## config.mk

```make
export PLATFORM = sky130hd
export DESIGN_NAME = phase_iq_accum_flat
export DESIGN_NICKNAME = d
export VERILOG_FILES = /design/src/rtl/phase_iq_accum_if.sv /design/src/rtl/phase_iq_accum.sv /design/src/flat_wrapper.sv
export SDC_FILE = /design/constraint.sdc
export NUM_CORES = 1
export LEC_CHECK = 0
export ABC_AREA = 0
export BUFFER_PORTS_ARGS = -buffer_cell sky130_fd_sc_hd__buf_2
export CAP_MARGIN = 20
export CELL_PAD_IN_SITES_DETAIL_PLACEMENT = 1
export CELL_PAD_IN_SITES_GLOBAL_PLACEMENT = 1
export CORE_MARGIN = 10
export CORE_UTILIZATION = 48
export DETAILED_ROUTE_END_ITERATION = 10
export PLACE_DENSITY = 0.94
export RECOVER_POWER = 100
export SYNTH_ARGS = -nofsm -noshare
export SYNTH_HDL_FRONTEND = slang
export SYNTH_SLANG_ARGS = --single-unit
export TNS_END_PERCENT = 50
```

## constraint.sdc

```tcl
create_clock -name clock -period 7.2 [get_ports clock]
set_clock_uncertainty 0.05 [all_clocks]
set_input_delay 0 -clock clock [delete_from_list [all_inputs] [get_ports clock]]
set_output_delay 0 -clock clock [all_outputs]
set_load 0.01 [all_outputs]
```

## src/rtl/phase_iq_accum_if.sv

```systemverilog
// phase_iq_accum_if: bus between the phase sequencer, the I/Q accumulator and
// the atan/direction stage. It carries the start/enable strobes, the sample,
// both reference values and the registered window result.
// The master is the sequencer/consumer side and the slave is the accumulator.
interface phase_iq_accum_if #(
   parameter int DATA_W = 8,
   parameter int ACC_W  = 20,
   parameter int CNT_W  = 8
);
   // Sequencer side
   logic                     start;
   logic                     enable;
   logic signed [DATA_W-1:0] sample;
   logic signed [DATA_W-1:0] ref_i;
   logic signed [DATA_W-1:0] ref_q;

   // Result side
   logic signed [ACC_W-1:0]  i_sum;
   logic signed [ACC_W-1:0]  q_sum;
   logic [CNT_W-1:0]         n_samples;
   logic                     valid;
   logic                     busy;
   logic                     sat;

   modport master (
      output start, enable, sample, ref_i, ref_q,
      input  i_sum, q_sum, n_samples, valid, busy, sat
   );

   modport slave (
      input  start, enable, sample, ref_i, ref_q,
      output i_sum, q_sum, n_samples, valid, busy, sat
   );
endinterface

```

## src/rtl/phase_iq_accum.sv

```systemverilog
// phase_iq_accum: multiplies each signed sample by the in-phase and quadrature
// references and sums both products over the window framed by start/enable.
// When enable drops, the sums and sample count are latched and announced with
// a one-cycle valid pulse.
// Optional build macro PHASE_IQ_ACCUM_SAT_EN: the accumulators clip to the
// signed ACC_W range and report clipping on sat. Without it they wrap modulo
// 2^ACC_W and sat is tied low.
// ACC_W must be >= 2*DATA_W so that a single product always fits.
module phase_iq_accum #(
   parameter int DATA_W = 8,
   parameter int ACC_W  = 20,
   parameter int CNT_W  = 8
) (
   input logic             clock,
   input logic             reset,
   phase_iq_accum_if.slave bus
);

   typedef enum logic [1:0] {
      ST_IDLE = 2'd0,
      ST_ACC  = 2'd1,
      ST_DONE = 2'd2
   } state_t;

   state_t r_state;
   state_t w_state_next;

   // Per-cycle control decoded by the FSM.
   logic w_load;    // open a new window with the current products
   logic w_accum;   // add the current products to the running window
   logic w_latch;   // close the window and publish the result

   // Running window.
   logic signed [ACC_W-1:0] r_acc_i;
   logic signed [ACC_W-1:0] r_acc_q;
   logic [CNT_W-1:0]        r_cnt;

   // Published result.
   logic signed [ACC_W-1:0] r_i_sum;
   logic signed [ACC_W-1:0] r_q_sum;
   logic [CNT_W-1:0]        r_n_samples;
   logic                    r_valid;
   logic                    r_busy;

   // Full-precision products, and the values the accumulators take next.
   logic signed [2*DATA_W-1:0] w_prod_i;
   logic signed [2*DATA_W-1:0] w_prod_q;
   logic signed [ACC_W-1:0]    w_base_i;
   logic signed [ACC_W-1:0]    w_base_q;
   logic signed [ACC_W-1:0]    w_next_i;
   logic signed [ACC_W-1:0]    w_next_q;
   logic [CNT_W-1:0]           w_cnt_next;

   // Window sequencing: decide the next state and which datapath action applies.
   always_comb begin
      // NOTE: every signal driven here gets a default first, so no branch can leave one unassigned and infer a latch.
      w_state_next = r_state;
      w_load       = 1'b0;
      w_accum      = 1'b0;
      w_latch      = 1'b0;
      case (r_state)
         ST_IDLE: begin
            if (bus.start && bus.enable) begin
               w_load       = 1'b1;
               w_state_next = ST_ACC;
            end
         end
         ST_ACC: begin
            if (!bus.enable) begin
               w_latch      = 1'b1;
               w_state_next = ST_DONE;
            end else if (bus.start) begin
               // Restart: discard the partial window and load fresh.
               w_load       = 1'b1;
            end else begin
               w_accum      = 1'b1;
            end
         end
         ST_DONE: begin
            // A new window may open in the same cycle the result is announced.
            if (bus.start && bus.enable) begin
               w_load       = 1'b1;
               w_state_next = ST_ACC;
            end else begin
               w_state_next = ST_IDLE;
            end
         end
         default: begin
            w_state_next = ST_IDLE;
         end
      endcase
   end

   // State register.
   always_ff @(posedge clock) begin
      // NOTE: reset is sampled on the rising edge, so it is tested inside the clocked block and is absent from the sensitivity list.
      if (reset) begin
         r_state <= ST_IDLE;
      end else begin
         // NOTE: sequential state uses <= so every register sees pre-edge values regardless of statement order.
         r_state <= w_state_next;
      end
   end

   // Operands are widened before multiplying so the product keeps full precision.
   assign w_prod_i = (2*DATA_W)'(bus.sample) * (2*DATA_W)'(bus.ref_i);
   assign w_prod_q = (2*DATA_W)'(bus.sample) * (2*DATA_W)'(bus.ref_q);

   // A load starts from zero, so load and accumulate share one adder.
   assign w_base_i = w_load ? '0 : r_acc_i;
   assign w_base_q = w_load ? '0 : r_acc_q;

`ifdef PHASE_IQ_ACCUM_SAT_EN
   localparam logic signed [ACC_W-1:0] ACC_MAX = {1'b0, {(ACC_W-1){1'b1}}};
   localparam logic signed [ACC_W-1:0] ACC_MIN = {1'b1, {(ACC_W-1){1'b0}}};

   logic signed [ACC_W:0] w_wide_i;
   logic signed [ACC_W:0] w_wide_q;
   logic                  w_clip_i;
   logic                  w_clip_q;
   logic                  r_sat_int;
   logic                  r_sat;

   // Add with one guard bit. Disagreeing top bits mean overflow, so clip to the rail.
   always_comb begin
      w_wide_i = (ACC_W+1)'(w_base_i) + (ACC_W+1)'(w_prod_i);
      w_wide_q = (ACC_W+1)'(w_base_q) + (ACC_W+1)'(w_prod_q);
      w_clip_i = w_wide_i[ACC_W] != w_wide_i[ACC_W-1];
      w_clip_q = w_wide_q[ACC_W] != w_wide_q[ACC_W-1];
      w_next_i = w_wide_i[ACC_W-1:0];
      w_next_q = w_wide_q[ACC_W-1:0];
      if (w_clip_i) begin
         w_next_i = w_wide_i[ACC_W] ? ACC_MIN : ACC_MAX;
      end
      if (w_clip_q) begin
         w_next_q = w_wide_q[ACC_W] ? ACC_MIN : ACC_MAX;
      end
   end

   // Sticky clip flag for the running window. A load starts it afresh.
   always_ff @(posedge clock) begin
      if (reset) begin
         r_sat_int <= 1'b0;
      end else if (w_load) begin
         r_sat_int <= w_clip_i | w_clip_q;
      end else if (w_accum) begin
         r_sat_int <= r_sat_int | w_clip_i | w_clip_q;
      end
   end

   // Publish the window's clip flag alongside the sums.
   always_ff @(posedge clock) begin
      if (reset) begin
         r_sat <= 1'b0;
      end else if (w_latch) begin
         r_sat <= r_sat_int;
      end
   end

   assign bus.sat = r_sat;
`else
   // Plain two's-complement adders; overflow wraps modulo 2^ACC_W.
   assign w_next_i = w_base_i + ACC_W'(w_prod_i);
   assign w_next_q = w_base_q + ACC_W'(w_prod_q);

   assign bus.sat  = 1'b0;
`endif

   // Sample count: a load restarts it at 1, and it holds at its maximum.
   always_comb begin
      w_cnt_next = r_cnt;
      if (w_load) begin
         w_cnt_next = CNT_W'(1);
      end else if (r_cnt != {CNT_W{1'b1}}) begin
         w_cnt_next = r_cnt + CNT_W'(1);
      end
   end

   // Running accumulators and count, advanced on every load or accumulate cycle.
   always_ff @(posedge clock) begin
      if (reset) begin
         r_acc_i <= '0;
         r_acc_q <= '0;
         r_cnt   <= '0;
      end else if (w_load || w_accum) begin
         r_acc_i <= w_next_i;
         r_acc_q <= w_next_q;
         r_cnt   <= w_cnt_next;
      end
   end

   // Result registers: hold the last window until the next one closes.
   // valid pulses for one cycle, and busy follows the ACC state.
   always_ff @(posedge clock) begin
      if (reset) begin
         r_i_sum     <= '0;
         r_q_sum     <= '0;
         r_n_samples <= '0;
         r_valid     <= 1'b0;
         r_busy      <= 1'b0;
      end else begin
         r_valid <= w_latch;
         r_busy  <= (w_state_next == ST_ACC);
         if (w_latch) begin
            r_i_sum     <= r_acc_i;
            r_q_sum     <= r_acc_q;
            r_n_samples <= r_cnt;
         end
      end
   end

   assign bus.i_sum     = r_i_sum;
   assign bus.q_sum     = r_q_sum;
   assign bus.n_samples = r_n_samples;
   assign bus.valid     = r_valid;
   assign bus.busy      = r_busy;

endmodule

```

## src/flat_wrapper.sv

```systemverilog
// flat-port wrapper written by rule: the top's interface ports become plain ports
module phase_iq_accum_flat 
#(
   parameter int DATA_W = 8,
   parameter int ACC_W  = 20,
   parameter int CNT_W  = 8
)
  (clock, reset, bus_start, bus_enable, bus_sample, bus_ref_i, bus_ref_q, bus_i_sum, bus_q_sum, bus_n_samples, bus_valid, bus_busy, bus_sat);
  phase_iq_accum_if #(.DATA_W(DATA_W), .ACC_W(ACC_W), .CNT_W(CNT_W)) bus_i ();
  input logic clock;
  input logic reset;
  input wire logic [$bits(bus_i.start)-1:0] bus_start;
  input wire logic [$bits(bus_i.enable)-1:0] bus_enable;
  input wire logic [$bits(bus_i.sample)-1:0] bus_sample;
  input wire logic [$bits(bus_i.ref_i)-1:0] bus_ref_i;
  input wire logic [$bits(bus_i.ref_q)-1:0] bus_ref_q;
  output wire logic [$bits(bus_i.i_sum)-1:0] bus_i_sum;
  output wire logic [$bits(bus_i.q_sum)-1:0] bus_q_sum;
  output wire logic [$bits(bus_i.n_samples)-1:0] bus_n_samples;
  output wire logic [$bits(bus_i.valid)-1:0] bus_valid;
  output wire logic [$bits(bus_i.busy)-1:0] bus_busy;
  output wire logic [$bits(bus_i.sat)-1:0] bus_sat;
  assign bus_i.start = bus_start;
  assign bus_i.enable = bus_enable;
  assign bus_i.sample = bus_sample;
  assign bus_i.ref_i = bus_ref_i;
  assign bus_i.ref_q = bus_ref_q;
  assign bus_i_sum = bus_i.i_sum;
  assign bus_q_sum = bus_i.q_sum;
  assign bus_n_samples = bus_i.n_samples;
  assign bus_valid = bus_i.valid;
  assign bus_busy = bus_i.busy;
  assign bus_sat = bus_i.sat;
  phase_iq_accum #(.DATA_W(DATA_W), .ACC_W(ACC_W), .CNT_W(CNT_W)) u_core (.clock(clock), .reset(reset), .bus(bus_i));
endmodule
```

==> results of run 1 <==
[report_power, final]
group	total [W]	switching (W)	internal (W)	leakage, nW
combinational	0.00424	0.00255	0.00169	4.50
sequential	0.000677	0.0000610	0.000616	0.812
clock	0.000493	0.000238	0.000255	0.150
total	0.00542	0.00285	0.00256	5.47
[layer usage]
metal	share of wire (%)	vias to the layer above	GRT usage (%)	routed length, um
li1	-	3895	-	-
met2	50	273	39.7	16300
met1	42	4511	30.0	13900
met3	5.2	79	3.46	1710
met4	3.0	2	8.66	977
met5	0.061	-	0	20
[kinds of logic (layout without fill, tap and decap cells)]
kind of cell    count (synthesis)  after routing  synth area share, %
xor+xnor                       40             40                 3.36
other cells                     1              1               0.0345
compound gates                170            170                 9.40
mux                             2              2                0.196
simple gates                  399            399                 17.1
buf+inv                       235            290                 8.42
fa+ha+maj                     269            269                 43.1
flops                         100            100                 18.4
[worst max-delay path: cells and delay by family, from the launching register on]
family	cells	cell delay, ns
buf+inv	4	0.75
compound gates	5	1.11
xor+xnor	1	0.14
fa+ha+maj	6	2.84
simple gates	4	1.01
flops	1	0.35
[state kept, by name, indices dropped and copies added (netlist names)]
name / count
u_core.bus.valid: 1
u_core.r_acc_i: 20
u_core.r_acc_q: 20
u_core.r_cnt: 8
u_core.bus.busy: 1
u_core.bus.i_sum: 20
u_core.bus.q_sum: 20
u_core.r_state: 2
u_core.bus.n_samples: 8
[layout make-up]
class | count | area, um^2 | share of cell area (%)
multi-input combinational | 881 | 7950 | 67.9
clock buffer | 10 | 239 | 2.04
inverter | 191 | 717 | 6.13
timing repair buffer | 83 | 373 | 3.19
sequential | 100 | 2000 | 17.1
clock inverter | 6 | 65.1 | 0.556
tap | 285 | 357 | 3.05
[final timing paths]
path / to / slack (ns) / cells after the start
max: u_core.r_acc_q[19]$_SDFFE_PP0P_ / 0.82 / 20
min: u_core.bus.q_sum[15]$_SDFFE_PP0P_ / 0.04 / 4
max reg2reg: u_core.r_acc_q[19]$_SDFFE_PP0P_ / 0.82 / 20
min reg2reg: u_core.bus.n_samples[1]$_SDFFE_PP0P_ / 0.41 / 2
[through the flow]
step                      std cells  util, %  cell area [um^2]  power, W  worst slack, ns
after floorplan                1216        -             10900   0.00357             1.85
after global placement         1539     51.1             11500   0.00433             1.66
after detailed placement       1539     51.1             11500   0.00480             1.31
after CTS                      1555     52.4             11800   0.00537             1.17
after global routing           1556     52.2             11700   0.00585            0.445
final                          1556     52.2             11700   0.00542            0.816
[cell usage after synthesis (8+ instances only)]
cell type | n | area [um^2]
a211oi_1 | 11 | 82.6
a21o_1 | 12 | 90.1
a21oi_1 | 91 | 455
and2_1 | 90 | 563
clkbuf_1 | 39 | 146
dfxtp_1 | 100 | 2000
fa_1 | 176 | 3520
ha_1 | 93 | 1160
inv_1 | 191 | 717
nand2_1 | 219 | 822
nand2b_1 | 8 | 50.1
nand3_1 | 10 | 50.1
nor2_1 | 32 | 120
nor2b_1 | 9 | 56.3
nor3_1 | 11 | 55.1
o21a_1 | 8 | 60.1
o21ai_1 | 16 | 80.1
xnor2_1 | 25 | 219
xor2_1 | 13 | 114
==> qor.yml, run 1 <==
initial_core_util_pct: 48.5
cts_hold_buffers: 0
clkTransAtPathRegs_ns: 0.08
netlist_area_um2: 10900
clkLatencyLatePin_ns: 0.36
hp-class: "in2reg"
outcome: "finished with violations"
drc: 0
crit_required_ns: 7.40
synthCells: 1216
ys_warn_count: 0
nets: 1563
grt_first_pass_wirelength_mm: 54.2
wirelength_mm: 32.8
cts.path.max_buffers: 2
cap_violations: 1
finalHoldViolCount: 0
grt_use_total_pct: 23.5
grt_pass1_vias: 10100
antenna_found_initial: 1
synth_edf_count: 0
hpwl_mm: 26.4
cp_slowest_stage_delay_ns: 0.59
period_needed_ns: 6.38
grt_max_degree: 94
slew_headroom_pct: -172
async_flop_share_pct: 0
ant_nets: 0
crit_fanout: 19
die_h_um: 170
nFillCells: 2677
postCtsSetupBuffers: 0
critPathKind: "reg2reg"
synth.ff_latch_count: 100
rsz0062_at_grt: "false"
hold_slack_ns: 0.0389
drt-pass1-iter-count: 5
cts-root-buf: "clkbuf_16"
mostFrequentLayoutCells: "219 x nand2_1, 191 x inv_1, 176 x fa_1"
cp-start-kind: "flop"
via_count: 8760
layout_commonest_cell: "nand2_1"
areaGrowthSynthToFinish_pct: 7.67
seq_area_frac_synth_pct: 18.4
report.final.slew_viol_count: 94
setup_tns_ns: 0
max_freq_mhz: 157
synth_fp_nets: 1513
worstMarginPinSlew_ns: 4.08
cts_tree: "built"
cts_resized: 0
cts_sinks: 100
p_leak_nw: 5.47
die_x_um: 170
cp_cell_sequence: "nand2_1 > nand3_1 > clkbuf_1 > nand2_1 > fa_1 > inv_1 > fa_1 > inv_1 > fa_1 > inv_1 > fa_1 > fa_1 > ha_1 > o21ai_0 > o21bai_1 > o21ai_0 > a31oi_1 > xnor2_1 > and3_1 > o31a_1"
end_kind: "flop"
antennaDiodeCount: 0
powerDensity_nw_per_um2: 463
cts_buffers: 9
placeableCoreArea_um2: 22400
rows: 55
synthFlopType: "dfxtp_1"
crit_top_cell: "fa_1"
port_buffers: 77
setup_viol: 0
drtIter0Drc: 529
drive_above_1_share_pct: 4.41
post-route-period-util_pct: 88.7
worstHoldStart: "bus_enable"
startpoint: "u_core.r_state[0]$_SDFF_PP0_"
rr_startpoint: "u_core.r_state[0]$_SDFF_PP0_"
failed_checks: "max-capacitance violations, max-slew violations"
cp.arrival_ns: 6.58
synth.avg_cell_area_um2: 8.94
drt-wirelength-per-cell_um: 21.1
grt_overflow: 0
irDropWorstVdd_v: 0.000247
io-pin-count: 79
htreeDepth: 3
gp_congestion: 0.875
ys_types: 53
dieArea_um2: 29100
viasPerCell: 5.63
cp_slowest_cell: "clkbuf_1"
Power figures use the tool's default switching activity.
==> inputs of run 2 (changes only) <==
--- a/config.mk
+++ b/config.mk
@@ -5,15 +5,15 @@
 export SDC_FILE = /design/constraint.sdc
 export NUM_CORES = 1
 export LEC_CHECK = 0
-export ABC_AREA = 0
+export ABC_AREA = 1
 export BUFFER_PORTS_ARGS = -buffer_cell sky130_fd_sc_hd__buf_2
-export CAP_MARGIN = 20
 export CELL_PAD_IN_SITES_DETAIL_PLACEMENT = 1
 export CELL_PAD_IN_SITES_GLOBAL_PLACEMENT = 1
 export CORE_MARGIN = 10
-export CORE_UTILIZATION = 48
+export CORE_UTILIZATION = 47
 export DETAILED_ROUTE_END_ITERATION = 10
-export PLACE_DENSITY = 0.94
+export GPL_TIMING_DRIVEN = 0
+export PLACE_DENSITY = 0.95
 export RECOVER_POWER = 100
 export SYNTH_ARGS = -nofsm -noshare
 export SYNTH_HDL_FRONTEND = slang
==> run 2 against run 1 <==
The run now ends clean. Combinational power increased by 22%. Sequential share of layout area decreased by 1.1 points. Core utilization decreased by 0.83 points. First-iteration DRC count increased by 30%. Flip-flop and latch count unchanged. Sequential power increased by 5.6%. Global-route usage increased by 1.2 points. Total power increased by 18%. Die area increased by 8.3%. Clock-buffer cell count increased by 2. Design area increased by 7.0%. Critical path depth increased by 4. Critical path type unchanged. Largest power group unchanged.
==> qor.yml, run 2 <==
outcome: "completed"
synthTopCellsByArea: "fa_1 30%, dfxtp_1 17%, inv_1 12%"
powerDensity_nw_per_um2: 508
die_h_um: 177
hpwl_mm: 31.8
ys_warn_count: 0
yosysMostFrequentCell: "inv_1"
cts_tree: "built"
dr_wl_met3_mm: 2.04
cts-root-buf: "clkbuf_16"
synthCells: 1542
synth.avg_cell_area_um2: 7.56
post-route-period-util_pct: 86.9
drive_above_1_share_pct: 2.41
max_freq_mhz: 160
cap_violations: 0
wirelength_mm: 38.0
cp_cell_sequence: "nand2_1 > nand3_1 > buf_4 > inv_1 > clkbuf_1 > nor2_1 > fa_1 > inv_1 > fa_1 > inv_1 > fa_1 > fa_1 > ha_1 > ha_1 > a21oi_1 > nand2_1 > nand2_1 > nand2_1 > a21oi_1 > inv_1 > nand2_1 > nand3_1 > nand2_1 > inv_1"
synth_top_cell_area_share_pct: 30.2
antenna_found_initial: 0
synth_fp_nets: 1839
rsz0062_at_grt: "false"
nFillCells: 3179
synthFlopType: "dfxtp_1"
postCtsSetupBuffers: 0
wl_met2_mm: 18.6
cp_slowest_stage_delay_ns: 0.60
p_leak_nw: 6.71
drt-wirelength-per-cell_um: 19.6
cts_hold_buffers: 1
finalHoldViolCount: 0
cts_sinks: 100
grt_use_total_pct: 24.7
cts_buffers: 9
total_power_w: 0.00637
nets: 1910
async_flop_share_pct: 0
placeableCoreArea_um2: 24400
crit_top_cell: "nand2_1"
crit_required_ns: 7.41
gp_congestion: 0.877
top_layer: "met4"
antennaDiodeCount: 0
layout_commonest_cell: "inv_1"
clkTransAtPathRegs_ns: 0.07
clkLatencyLatePin_ns: 0.36
ant_nets: 0
cts.path.max_buffers: 2
hp-class: "in2reg"
synth_edf_count: 0
seq_area_frac_synth_pct: 17.2
cts_resized: 0
drc: 0
ys_types: 38
critPathKind: "reg2reg"
htreeDepth: 3
slew_headroom_pct: 40.3
dieArea_um2: 31500
drtIter0Drc: 688
viasPerCell: 5.36
synth_top_area_cell: "fa_1"
period_needed_ns: 6.26
crit_fanout: 10
grt_first_pass_wirelength_mm: 62.1
end_kind: "flop"
setup_viol: 0
synth_common_cells: "374 x inv_1, 327 x nand2_1, 176 x fa_1, 106 x nor2_1, 100 x dfxtp_1"
netlist_area_um2: 11700
rows: 57
irDropWorstVdd_v: 0.000247
cp.arrival_ns: 6.47
grt_overflow: 0
grt_pass1_vias: 11800
via_count: 10400
utilization_pct: 51.3
initial_core_util_pct: 47.8
die_x_um: 177
port_buffers: 59
mostFrequentLayoutCells: "376 x inv_1, 328 x nand2_1, 176 x fa_1"
areaGrowthSynthToFinish_pct: 7.46
cp_slowest_cell: "fa_1"
grt_max_degree: 16
synth.ff_latch_count: 100
report.final.slew_viol_count: 0
setup_tns_ns: 0
wl_met1_mm: 16.2
io-pin-count: 79
drt-pass1-iter-count: 5
worstMarginPinSlew_ns: 0.896
cp-start-kind: "flop"
==> run 2: cell count changes after synthesis, moves of 12 or more <==
cell	delta
xnor2_1	-24
inv_1	+183
nand3_1	+81
nor2_1	+74
nand2_1	+108
o21ai_0	+26
buf_2	+12
and2_1	-88
==> run 2: per-stage QoR <==
stage	hold WS, ns	instances	cell area, um^2	setup slack (ns)
after detailed placement	0.340	1925	12400	1.53
after global placement	0.287	1925	12400	1.73
after CTS	0.164	1942	12700	1.51
final	0.212	1942	12500	0.942
after global routing	0.232	1942	12500	0.675
after floorplan	0.131	1542	11700	2.43
==> run 2: power breakdown <==
part	switching, W	total [W]	internal, W
logic	0.00331	0.00517	0.00185
clock network	0.000215	0.000485	0.000269
registers	0.0000792	0.000715	0.000636
==> run 2: final timing paths <==
check / startpoint / to / slack [ns] / cells after the start
worst max register to register: u_core.r_state[0]$_SDFF_PP0_ / u_core.r_acc_q[19]$_SDFFE_PP0P_ / 0.94 / 24
worst max-delay path: u_core.r_state[0]$_SDFF_PP0_ / u_core.r_acc_q[19]$_SDFFE_PP0P_ / 0.94 / 24
worst min register to register: u_core.bus.n_samples[5]$_SDFFE_PP0P_ / u_core.bus.n_samples[5]$_SDFFE_PP0P_ / 0.42 / 2
worst min-delay path: bus_enable / u_core.bus.q_sum[13]$_SDFFE_PP0P_ / 0.21 / 5
==> run 2: critical path, delay by kind of cell, from the launching register on <==
family / cells / cell delay [ns]
AO/OA/AOI/OAI: 2 / 0.51
flip-flops: 1 / 0.32
AND/OR/NAND/NOR: 9 / 1.08
adder cells (fa/ha/maj): 6 / 2.76
buffers and inverters: 7 / 1.45
==> run 2: cell families (layout without fill, tap and decap cells) <==
| logic type | count (synthesis) | after routing | share of synthesized area, % |
|---|---|---|---|
| xor gates and xnor gates | 13 | 13 | 0.977 |
| adders and majority gates | 269 | 269 | 40.2 |
| AOI/OAI and AO/OA | 160 | 160 | 7.38 |
| and+or+nand+nor | 555 | 555 | 19.6 |
| buffers and inverters | 444 | 520 | 14.6 |
| other | 1 | 1 | 0.0322 |
| DFF | 100 | 100 | 17.2 |
==> run 2: final cells by class <==
cell class,instances,area [um^2],area share (%)
flip-flops and latches,100,2000,16.0
repair buffers,60,243,1.94
inverters,379,1420,11.4
clock inverters,4,50.0,0.400
multi-input cells,998,7900,63.1
well taps,324,405,3.24
plain buffers,65,262,2.09
clock buffers,12,236,1.89
==> run 2: per-layer routing <==
metal | vias up | track usage, %
met4 | 0 | 8.65
met3 | 89 | 3.53
met1 | 5231 | 30.6
met5 | - | 0
met2 | 362 | 43.2
li1 | 4727 | -
==> inputs of run 3 (changes only) <==
--- a/config.mk
+++ b/config.mk
@@ -5,15 +5,14 @@
 export SDC_FILE = /design/constraint.sdc
 export NUM_CORES = 1
 export LEC_CHECK = 0
-export ABC_AREA = 1
 export BUFFER_PORTS_ARGS = -buffer_cell sky130_fd_sc_hd__buf_2
 export CELL_PAD_IN_SITES_DETAIL_PLACEMENT = 1
 export CELL_PAD_IN_SITES_GLOBAL_PLACEMENT = 1
 export CORE_MARGIN = 10
-export CORE_UTILIZATION = 47
+export CORE_UTILIZATION = 48
 export DETAILED_ROUTE_END_ITERATION = 10
 export GPL_TIMING_DRIVEN = 0
-export PLACE_DENSITY = 0.95
+export PLACE_DENSITY = 0.94
 export RECOVER_POWER = 100
 export SYNTH_ARGS = -nofsm -noshare
 export SYNTH_HDL_FRONTEND = slang
==> run 3 against run 2 <==
The run now ends with max-capacitance violations, max-slew violations left. Register-to-register slack lost 0.37 ns. Die area shrank 7.7%. Global-route usage shrank 0.23 points. Total power fell by 15%. Design area fell by 5.7%. Clock-buffer cell count shrank 3. First-iteration DRC count down 15%. Critical path depth is 3 lower. Sequential share of layout area up 0.96 points.
==> qor.yml, run 3 (synthesis gave the netlist of run 1 again) <==
crit_fanout: 10
setup_tns_ns: 0
placeableCoreArea_um2: 22400
antenna_found_initial: 0
nets: 1601
post-route-period-util_pct: 92.1
layout_commonest_cell: "nand2_1"
p_switching_w: 0.00287
cts.path.max_buffers: 2
grt_overflow: 0
viasPerCell: 5.56
rows: 55
io-pin-count: 79
htreeDepth: 3
hp-class: "in2reg"
cp_slowest_cell: "fa_1"
mostFrequentLayoutCells: "219 x nand2_1, 191 x inv_1, 176 x fa_1"
drtIter0Drc: 588
finalHoldViolCount: 0
port_buffers: 76
clkLatencyLatePin_ns: 0.36
dp.cells: 1577
reg2reg_depth: 21
failed_checks: "max-capacitance violations, max-slew violations"
p_seq_share_pct: 12.3
setup_viol: 0
cp_slowest_stage_delay_ns: 0.59
outcome: "finished with violations"
worstHoldStart: "bus_start"
period_needed_ns: 6.63
hpwl_mm: 28.7
end_kind: "flop"
gp_congestion: 0.863
multiInputGateArea_um2: 7920
wirelength_mm: 34.3
grt_pass1_vias: 10400
grt_max_degree: 20
grt_first_pass_wirelength_mm: 56.0
initial_core_util_pct: 48.5
report.final.slew_viol_count: 11
cp-start-kind: "flop"
dieArea_um2: 29100
ant_nets: 0
slew_headroom_pct: -8.18
r2r_setup_slack_ns: 0.57
max_freq_mhz: 151
via_count: 8867
drc: 0
powerDensity_nw_per_um2: 460
postCtsSetupBuffers: 0
areaGrowthSynthToFinish_pct: 8.65
crit_top_cell: "fa_1"
cts_sinks: 100
p_leak_nw: 5.50
worstMarginPinSlew_ns: 1.61
clkTransAtPathRegs_ns: 0.08
cap_violations: 1
grt_use_total_pct: 24.5
cts-root-buf: "clkbuf_16"
intPower_w: 0.00257
whs_path_depth: 3
nFillCells: 2708
r2r-end: "u_core.r_acc_q[19]$_SDFFE_PP0P_"
cts_tree: "built"
crit_required_ns: 7.40
critPathTopFamily: "adder cells"
utilization_pct: 52.7
seq_area_um2: 2000
die_x_um: 170
drt-wirelength-per-cell_um: 21.5
switching_share_pct: 52.8
holdPathEnd: "u_core.r_cnt[2]$_SDFFE_PP0P_"
irDropWorstVdd_v: 0.000245
fin_cells: 1594
critPathKind: "reg2reg"
clock_power_share_pct: 8.9
rr_startpoint: "u_core.r_state[0]$_SDFF_PP0_"
cts_buffers: 9
rsz0062_at_grt: "false"
drive_above_1_share_pct: 3.82
antennaDiodeCount: 0
die_h_um: 170
drt-pass1-iter-count: 6
p_comb_share_pct: 78.8
cp_cell_sequence: "nand2_1 > nand3_1 > dlygate4sd2_1 > clkbuf_1 > nand2_1 > fa_1 > inv_1 > fa_1 > inv_1 > fa_1 > inv_1 > fa_1 > ha_1 > ha_1 > a211oi_1 > o21bai_1 > o21ai_0 > a31oi_1 > xnor2_1 > nor3_1 > o31a_1"
crit_buf_inv: 5
cp.arrival_ns: 6.83
## run 3: cell count changes in the layout (fill, tap and decap cells not counted), sizes merged, moves of 9 or more
| cell | change |
|---|---|
| inv | -182 |
| nand2 | -110 |
| and2 | +89 |
| nand3 | -84 |
| nor2 | -75 |
| xnor2 | +26 |
| o21ai | -20 |
| clkbuf | -16 |
| a21oi | -14 |
| a211oi | +12 |
| a21o | +11 |
| nor2b | +9 |
## run 3: cell type report
| type | instances | area share (%) |
|---|---|---|
| plain buffers | 44 | 1.68 |
| clock inverters | 7 | 0.561 |
| inverters | 191 | 6.07 |
| well taps | 285 | 3.02 |
| repair buffers | 77 | 2.78 |
| clock buffers | 9 | 1.91 |
| multi-input cells | 881 | 67.0 |
| flip-flops and latches | 100 | 16.9 |
## run 3: worst reg2reg max path, stage by stage (launching register included)
cell,delay [ns]
dfxtp_1,0.38
nand2_1,0.09
nand3_1,0.11
dlygate4sd2_1,0.49
clkbuf_1,0.44
nand2_1,0.21
fa_1,0.59
inv_1,0.06
fa_1,0.51
inv_1,0.06
fa_1,0.58
inv_1,0.07
fa_1,0.45
ha_1,0.31
ha_1,0.23
a211oi_1,0.31
o21bai_1,0.20
o21ai_0,0.36
a31oi_1,0.16
xnor2_1,0.39
nor3_1,0.10
o31a_1,0.38
## run 3: what timing repair did
item	in CTS	in global routing
hold buffers	1	0
hold endpoints to repair	1	0
resized for setup	0	0
## run 3: routing by layer
layer	track usage (%)	vias to the layer above	share of wire, %
met4	8.39	0	3.1
met1	29.7	4535	42
met3	3.36	81	4.5
met5	0	-	0
li1	-	3961	-
met2	43.7	290	50
## run 3: power groups by stage
stage,sequential (W),clock (W),combinational [W]
finish,0.000670,0.000484,0.00428
global route,0.000675,0.000515,0.00468
CTS,0.000667,0.000488,0.00423
detailed placement,0.000678,0,0.00416
global placement,0.000673,0,0.00367
floorplan,0.000659,0,0.00291
## run 3: how the worst max path moves through the flow
stage	from	end	slack, ns	depth (start not counted)
floorplan	u_core.r_state[0]$_SDFF_PP0_	u_core.r_acc_i[19]$_SDFFE_PP0P_	1.85	21
global placement	u_core.r_state[0]$_SDFF_PP0_	u_core.r_acc_q[19]$_SDFFE_PP0P_	1.20	21
detailed placement	u_core.r_state[0]$_SDFF_PP0_	u_core.r_acc_q[19]$_SDFFE_PP0P_	0.94	20
CTS	u_core.r_state[0]$_SDFF_PP0_	u_core.r_acc_q[19]$_SDFFE_PP0P_	0.81	21
global route	u_core.r_state[0]$_SDFF_PP0_	u_core.r_acc_q[19]$_SDFFE_PP0P_	0.33	21
finish	u_core.r_state[0]$_SDFF_PP0_	u_core.r_acc_q[19]$_SDFFE_PP0P_	0.57	21
## run 3: metrics by stage
step / total power, W / setup WS [ns] / hold WS (ns) / instance area (um^2)
6_report: 0.00544 / 0.571 / 0.109 / 11800
5_1_grt: 0.00587 / 0.329 / 0.121 / 11800
4_1_cts: 0.00539 / 0.806 / 0.109 / 11900
3_5_place_dp: 0.00484 / 0.943 / 0.317 / 11600
3_3_place_gp: 0.00434 / 1.20 / 0.295 / 11600
2_1_floorplan: 0.00357 / 1.85 / 0.148 / 10900
